==> src/rtl/stopwatch_counter_pkg.sv <==
// Shared types and constants for the stopwatch time-keeping core.
// Optional lap/freeze feature is enabled by defining STOPWATCH_LAP_EN.
package stopwatch_counter_pkg;

  localparam int unsigned BCD_W            = 4;
  localparam int unsigned DIGITS           = 4;
  localparam int unsigned CNT_W            = BCD_W * DIGITS;
  localparam int unsigned BCD_MAX          = 9;
  localparam int unsigned TICK_DIV_DEFAULT = 1000000;
  localparam int unsigned PRESC_W_DEFAULT  = 20;

  typedef enum logic [1:0] {
    IDLE  = 2'd0,
    RUN   = 2'd1,
    PAUSE = 2'd2
  } state_t;

  // Displayed time SS.cc, most significant digit first
  typedef struct packed {
    logic [BCD_W-1:0] sec_tens;
    logic [BCD_W-1:0] sec_ones;
    logic [BCD_W-1:0] cs_tens;
    logic [BCD_W-1:0] cs_ones;
  } bcd_count_t;

endpackage

==> src/rtl/stopwatch_counter_if.sv <==
// Control pulses in, time display and status out.
// Lap signals exist only when STOPWATCH_LAP_EN is defined.
interface stopwatch_counter_if;
  import stopwatch_counter_pkg::*;

  logic       start_stop;
  logic       clear;
  bcd_count_t digits;
  logic       running;
  logic       wrapped;
`ifdef STOPWATCH_LAP_EN
  logic       lap;
  logic       lap_active;
`endif

  // Controller side (buttons / test driver)
  modport master (
    output start_stop,
    output clear,
`ifdef STOPWATCH_LAP_EN
    output lap,
    input  lap_active,
`endif
    input  digits,
    input  running,
    input  wrapped
  );

  // Stopwatch core side
  modport slave (
    input  start_stop,
    input  clear,
`ifdef STOPWATCH_LAP_EN
    input  lap,
    output lap_active,
`endif
    output digits,
    output running,
    output wrapped
  );

endinterface

==> src/rtl/stopwatch_counter_bcd_digit_inc.sv <==
// One BCD digit incrementer: adds inc_en, wraps past MAX to 0 and carries out.
module stopwatch_counter_bcd_digit_inc
  import stopwatch_counter_pkg::*;
#(
  parameter int unsigned MAX = BCD_MAX
) (
  input  logic [BCD_W-1:0] digit,
  input  logic             inc_en,
  output logic [BCD_W-1:0] digit_next,
  output logic             carry
);

  logic [BCD_W-1:0] sum;

  stopwatch_counter_csa #(.N(BCD_W)) u_add (
    .a  (digit),
    .b  ('0),
    .ci (inc_en),
    .s  (sum)
  );

  // Roll over at MAX; otherwise take the adder result (digit itself when idle)
  always_comb begin
    carry      = inc_en && (digit == BCD_W'(MAX));
    digit_next = carry ? '0 : sum;
  end

endmodule

==> src/rtl/stopwatch_counter_csa.sv <==
// Shared N-bit adder used for every increment in the stopwatch (a + b + ci).
module stopwatch_counter_csa #(
  parameter int unsigned N = 4
) (
  input  logic [N-1:0] a,
  input  logic [N-1:0] b,
  input  logic         ci,
  output logic [N-1:0] s
);

  // Carry-in enters as a zero-extended operand
  assign s = a + b + N'(ci);

endmodule

==> src/rtl/stopwatch_counter.sv <==
// Run/pause/clear stopwatch core: prescaler makes a 10 ms tick that advances a
// 4-digit BCD count SS.cc. Define STOPWATCH_LAP_EN for the lap/freeze display.
module stopwatch_counter
  import stopwatch_counter_pkg::*;
#(
  parameter int unsigned TICK_DIV = TICK_DIV_DEFAULT,
  parameter int unsigned PRESC_W  = PRESC_W_DEFAULT
) (
  input  logic               clk,
  input  logic               reset,
  stopwatch_counter_if.slave bus
);

  localparam logic [PRESC_W-1:0] TICK_LAST = PRESC_W'(TICK_DIV - 1);

  state_t             state;
  state_t             state_next;
  logic               presc_clr;
  logic               count_clr;
  logic [PRESC_W-1:0] presc;
  logic [PRESC_W-1:0] presc_inc;
  logic [PRESC_W-1:0] presc_next;
  logic               tick;
  logic [CNT_W-1:0]   count;
  logic [CNT_W-1:0]   count_inc;
  logic [CNT_W-1:0]   count_next;
  logic [CNT_W-1:0]   display_next;
  logic [CNT_W-1:0]   digits_q;
  logic [DIGITS-1:0]  carry;
  logic               running_q;
  logic               wrapped_q;
`ifdef STOPWATCH_LAP_EN
  logic [CNT_W-1:0]   capture;
  logic [CNT_W-1:0]   capture_next;
  logic               lap_q;
  logic               lap_next;
`endif

  // State register
  always_ff @(posedge clk or posedge reset) begin
    if (reset) state <= IDLE;
    else       state <= state_next;
  end

  // Next state; clear outranks start_stop outside RUN and is ignored in RUN
  always_comb begin
    state_next = state;
    presc_clr  = 1'b0;
    count_clr  = 1'b0;
    case (state)
      IDLE: begin
        if (bus.clear) begin
          presc_clr = 1'b1;
          count_clr = 1'b1;
        end else if (bus.start_stop) begin
          state_next = RUN;
          presc_clr  = 1'b1;
        end
      end
      RUN: begin
        if (bus.start_stop) state_next = PAUSE;
      end
      PAUSE: begin
        if (bus.clear) begin
          state_next = IDLE;
          presc_clr  = 1'b1;
          count_clr  = 1'b1;
        end else if (bus.start_stop) begin
          state_next = RUN;
        end
      end
      default: state_next = IDLE;
    endcase
  end

  stopwatch_counter_csa #(.N(PRESC_W)) u_presc_add (
    .a  (presc),
    .b  ('0),
    .ci (1'b1),
    .s  (presc_inc)
  );

  assign tick = (state == RUN) && (presc == TICK_LAST);

  // Ripple the tick through the four digits, least significant first
  for (genvar i = 0; i < DIGITS; i++) begin : g_digit
    logic inc_en;
    if (i == 0) begin : g_lsd
      assign inc_en = tick;
    end else begin : g_carry
      assign inc_en = carry[i-1];
    end
    stopwatch_counter_bcd_digit_inc #(.MAX(BCD_MAX)) u_digit (
      .digit      (count[i*BCD_W +: BCD_W]),
      .inc_en     (inc_en),
      .digit_next (count_inc[i*BCD_W +: BCD_W]),
      .carry      (carry[i])
    );
  end

  // Datapath next values: prescaler holds outside RUN so a pause keeps the partial period
  always_comb begin
    presc_next = presc;
    if (presc_clr)          presc_next = '0;
    else if (tick)          presc_next = '0;
    else if (state == RUN)  presc_next = presc_inc;
    count_next = count_clr ? '0 : count_inc;
`ifdef STOPWATCH_LAP_EN
    lap_next     = lap_q;
    capture_next = capture;
    if (count_clr) begin
      lap_next = 1'b0;
    end else if ((state == RUN) && bus.lap) begin
      if (!lap_q) begin
        lap_next     = 1'b1;
        capture_next = count;
      end else begin
        lap_next = 1'b0;
      end
    end
    display_next = lap_next ? capture_next : count_next;
`else
    display_next = count_next;
`endif
  end

  // Datapath and output registers
  always_ff @(posedge clk or posedge reset) begin
    if (reset) begin
      presc     <= '0;
      count     <= '0;
      digits_q  <= '0;
      running_q <= 1'b0;
      wrapped_q <= 1'b0;
`ifdef STOPWATCH_LAP_EN
      capture   <= '0;
      lap_q     <= 1'b0;
`endif
    end else begin
      presc     <= presc_next;
      count     <= count_next;
      digits_q  <= display_next;
      running_q <= (state_next == RUN);
      wrapped_q <= carry[DIGITS-1];
`ifdef STOPWATCH_LAP_EN
      capture   <= capture_next;
      lap_q     <= lap_next;
`endif
    end
  end

  assign bus.digits  = digits_q;
  assign bus.running = running_q;
  assign bus.wrapped = wrapped_q;
`ifdef STOPWATCH_LAP_EN
  assign bus.lap_active = lap_q;
`endif

endmodule
==> src/flat_wrapper.sv <==
// flat-port wrapper written by rule: the top's interface ports become plain ports
module stopwatch_counter_flat import stopwatch_counter_pkg::*;
#(
  parameter int unsigned TICK_DIV = TICK_DIV_DEFAULT,
  parameter int unsigned PRESC_W  = PRESC_W_DEFAULT
)
  (clk, reset, bus_start_stop, bus_clear, bus_digits, bus_running, bus_wrapped);
  stopwatch_counter_if bus_i ();
  input  logic clk;
  input  logic reset;
  input wire logic [$bits(bus_i.start_stop)-1:0] bus_start_stop;
  input wire logic [$bits(bus_i.clear)-1:0] bus_clear;
  output wire logic [$bits(bus_i.digits)-1:0] bus_digits;
  output wire logic [$bits(bus_i.running)-1:0] bus_running;
  output wire logic [$bits(bus_i.wrapped)-1:0] bus_wrapped;
  assign bus_i.start_stop = bus_start_stop;
  assign bus_i.clear = bus_clear;
  assign bus_digits = bus_i.digits;
  assign bus_running = bus_i.running;
  assign bus_wrapped = bus_i.wrapped;
  stopwatch_counter #(.TICK_DIV(TICK_DIV), .PRESC_W(PRESC_W)) u_core (.clk(clk), .reset(reset), .bus(bus_i));
endmodule
==> config.mk <==
export PLATFORM = sky130hd
export DESIGN_NAME = stopwatch_counter_flat
export DESIGN_NICKNAME = d
export VERILOG_FILES = /design/src/rtl/stopwatch_counter_pkg.sv /design/src/rtl/stopwatch_counter_if.sv /design/src/rtl/stopwatch_counter_bcd_digit_inc.sv /design/src/rtl/stopwatch_counter_csa.sv /design/src/rtl/stopwatch_counter.sv /design/src/flat_wrapper.sv
export SDC_FILE = /design/constraint.sdc
export NUM_CORES = 1
export LEC_CHECK = 0
export ABC_AREA = 1
export ABC_CLOCK_PERIOD_IN_PS = 6050
export CAP_MARGIN = 5
export CORE_MARGIN = 10
export CORE_UTILIZATION = 61
export CTS_CLUSTER_SIZE = 14
export DETAILED_ROUTE_END_ITERATION = 8
export GPL_TIMING_DRIVEN = 0
export PLACE_DENSITY = 0.88
export SLEW_MARGIN = 20
export SYNTH_ARGS = -nofsm -noshare
export SYNTH_HDL_FRONTEND = slang
export SYNTH_SLANG_ARGS = --single-unit
==> constraint.sdc <==
create_clock -name clk -period 6.05 [get_ports clk]
set_clock_uncertainty 0.2 [all_clocks]
set_input_delay 0.605 -clock clk [delete_from_list [all_inputs] [get_ports clk]]
set_output_delay 0.605 -clock clk [all_outputs]
set_load 0.005 [all_outputs]
==> qor.yml <==
yosys:
  synthArstFlopShare_pct: 100
  synth_top_family_by_area: "simple AND/OR/NAND/NOR gates"
  synthCells: 301
  avgSynthCellArea_um2: 7.67
  synthMuxAreaShare_pct: 0
  synth_seq_area_share_pct: 43.4
  netlist_area_um2: 2310
  synth-compound-area-share_pct: 6.56
  synth-edff-count: 0
  syn-num-nets: 314
  synth_xor_area_share_pct: 3.80
  synth_cell_type_count: 32
  synth-simple-area-share_pct: 31.4
  synthAdderAreaFrac_pct: 4.88
  yosysWarningCount: 0
  synth-seq-cells: 40
  ys.flop_type: "dfrtp_1"
routing:
  ant_nets: 0
  routed-via-count: 2017
  drt-total-wl_um: 4850
  dr.pass1.iters: 5
  drt_iter0_drc: 223
  viasPerCell: 5.34
  drcViolationCount: 0
  wl_per_cell_um: 12.8
layout:
  synthToLayoutAreaGrowth_pct: 18.5
  final-seq-area_um2: 1000
  diodes: 0
  final_core_util_pct: 74.7
  fillers: 271
  multiInputGateArea_um2: 1080
  drive_above_1_share_pct: 8.18
  final_common_cell: "nor2_1"
  mostFrequentLayoutCells: "55 x nor2_1, 53 x inv_1, 53 x nand2_1, 40 x dfrtp_1, 21 x clkdlybuf4s50_1"
  final_nets: 343
timing:
  drv_slew: 0
  slew_headroom_pct: 69.7
  min_period_over_period_pct: 39.2
  hold_viol: 0
  finalSetupTns_ns: 0
  fin_hold_ws_ns: 0.307
  rsz0062_at_grt: "false"
  max_freq_mhz: 422
  finalSetupViolCount: 0
  worst_pin_slew_ns: 0.451
  fin_crit_ns: 2.37
power_and_ir_drop:
  p_seq_share_pct: 45.4
  p_comb_share_pct: 15.0
  intPower_mw: 0.475
  netSwitchingFraction_pct: 26.0
  peakVddDrop_mv: 0.187
  power_density_nw_per_um2: 235
  switchingPower_mw: 0.167
  p_leak_nw: 1.42
  clkPwrFrac_pct: 39.6
clocking:
  cts.sinks: 40
  path_clk_slew_ns: 0.07
  clockRootBuffer: "clkbuf_8"
  clock_latency_ns: 0.30
  cts_tree: "built"
  cts-htree-levels: 2
  cts_setup_buffers: 0
  cts_hold_buf: 0
  max-clock-path-buffers: 2
  cts_buffers: 5
  cts_resized: 0
floorplan:
  io_pins: 22
  die_width_um: 81.5
  initial_utilization_pct: 63.0
  die_area_um2: 6640
  coreArea_um2: 3660
  rows: 22
  die_h_um: 81.5
global_route:
  grt_antenna_before_repair: 0
  grt.overflow.total: 0
  grtUsageTotal_pct: 15.8
  grt_first_pass_wirelength_um: 8400
  grt_max_degree: 24
  grt_pass1_vias: 1942
placement:
  numPortBuffers: 21
  gp_congestion: 0.905
  dp_hpwl_um: 3670
worst_setup_path:
  worstPathCellList: "ha_1 > nand3_1 > nor2_1 > nand3_4 > nor2_8 > nand3_2 > inv_1 > ha_1 > ha_1 > o21ai_0 > a21oi_1 > nand2_1 > inv_1"
  cp_slowest_cell: "dfrtp_1"
  critPathMaxStageDelay_ns: 0.39
  critical_path_buf_inv_count: 2
  crit_arrival_ns: 2.41
  r2r_slack_ns: 3.68
  critPathCaptureType: "register"
  path_class: "reg -> reg"
  cp_top_family: "simple AND/OR/NAND/NOR gates"
  crit_path_start_kind: "register"
  path_common_cell: "ha_1"
  cp_max_fo: 7
  worstPathRequired_ns: 6.09
worst_hold_path:
  worstHoldPathType: "reg -> reg"
outcome:
  status: "completed"
job:
  maxCapViolations: 0
## synthesized netlist by cell type (2+ instances only)
library cell,n,area [um^2]
nand3_1,18,90.1
nor3_1,8,40.0
xnor2_1,2,17.5
a21oi_1,14,70.1
xor2_1,8,70.1
nand2_2,4,25.0
nand4_1,4,25.0
inv_1,54,203
ha_1,9,113
and3_1,4,25.0
o21ai_0,9,45.0
dfrtp_1,40,1000
nor2_1,55,206
nand2_1,53,199
or2_2,2,12.5
## worst paths after layout
check	cells past startpoint	from	endpoint
max	13	u_core.presc[0]$_DFFE_PP0P_	u_core.count[14]$_DFF_PP0_
min	1	u_core.presc[0]$_DFFE_PP0P_	u_core.presc[0]$_DFFE_PP0P_
max reg2reg	13	u_core.presc[0]$_DFFE_PP0P_	u_core.count[14]$_DFF_PP0_
min reg2reg	1	u_core.presc[0]$_DFFE_PP0P_	u_core.presc[0]$_DFFE_PP0P_
max in group asynchronous	3	reset	u_core.presc[7]$_DFFE_PP0P_
min in group asynchronous	2	reset	u_core.count[3]$_DFF_PP0_
## worst reg2reg max path, delay by kind of cell, from the launching register on
| kind | cells | cell delay (ns) |
|---|---|---|
| adder cells (fa/ha/maj) | 3 | 0.50 |
| AO/OA/AOI/OAI | 2 | 0.22 |
| AND/OR/NAND/NOR | 6 | 0.88 |
| buffers and inverters | 2 | 0.11 |
| flip-flops | 1 | 0.39 |
## metal layers
layer,GRT usage (%),vias to the layer above,wire length [um]
met4,4.33,0,27
met5,0,-,0
met1,18.8,946,2060
met2,27.0,76,2380
li1,-,990,-
met3,4.80,5,386
## final cells by class
cell class / instances / area share, %
repair buffers: 22 / 8.70
multi-input cells: 203 / 39.4
plain buffers: 3 / 0.870
well taps: 48 / 2.20
clock inverters: 2 / 2.20
clock buffers: 5 / 2.52
inverters: 55 / 7.55
flip-flops and latches: 40 / 36.6
## state kept, by name, summed over array words and instances (netlist names)
signal              flops
u_core.bus.wrapped      1
u_core.count           16
u_core.bus.running      1
u_core.presc           20
u_core.state            2
## power groups by stage
stage	Clock [mW]	Sequential, mW	Combinational (mW)
finish	0.254	0.292	0.0960
global route	0.267	0.293	0.109
CTS	0.257	0.292	0.0964
detailed placement	0	0.297	0.0954
global placement	0	0.296	0.0891
floorplan	0	0.294	0.0678
## cell families after synthesis
logic type                 after synthesis
AOI/OAI and AO/OA                       28
DFF                                     40
buffers and inverters                   58
adders and majority gates                9
xor gates and xnor gates                10
and+or+nand+nor                        156
## per-stage QoR
step           power [mW]  setup slack, ns  instances  area (um^2)
2_1_floorplan       0.362             3.93        301         2310
3_3_place_gp        0.385             3.51        370         2580
3_5_place_dp        0.392             3.54        371         2610
4_1_cts             0.645             3.67        378         2730
5_1_grt             0.670             3.46        378         2730
6_report            0.642             3.68        378         2730
No activity file was read; power rests on OpenSTA's default activity.
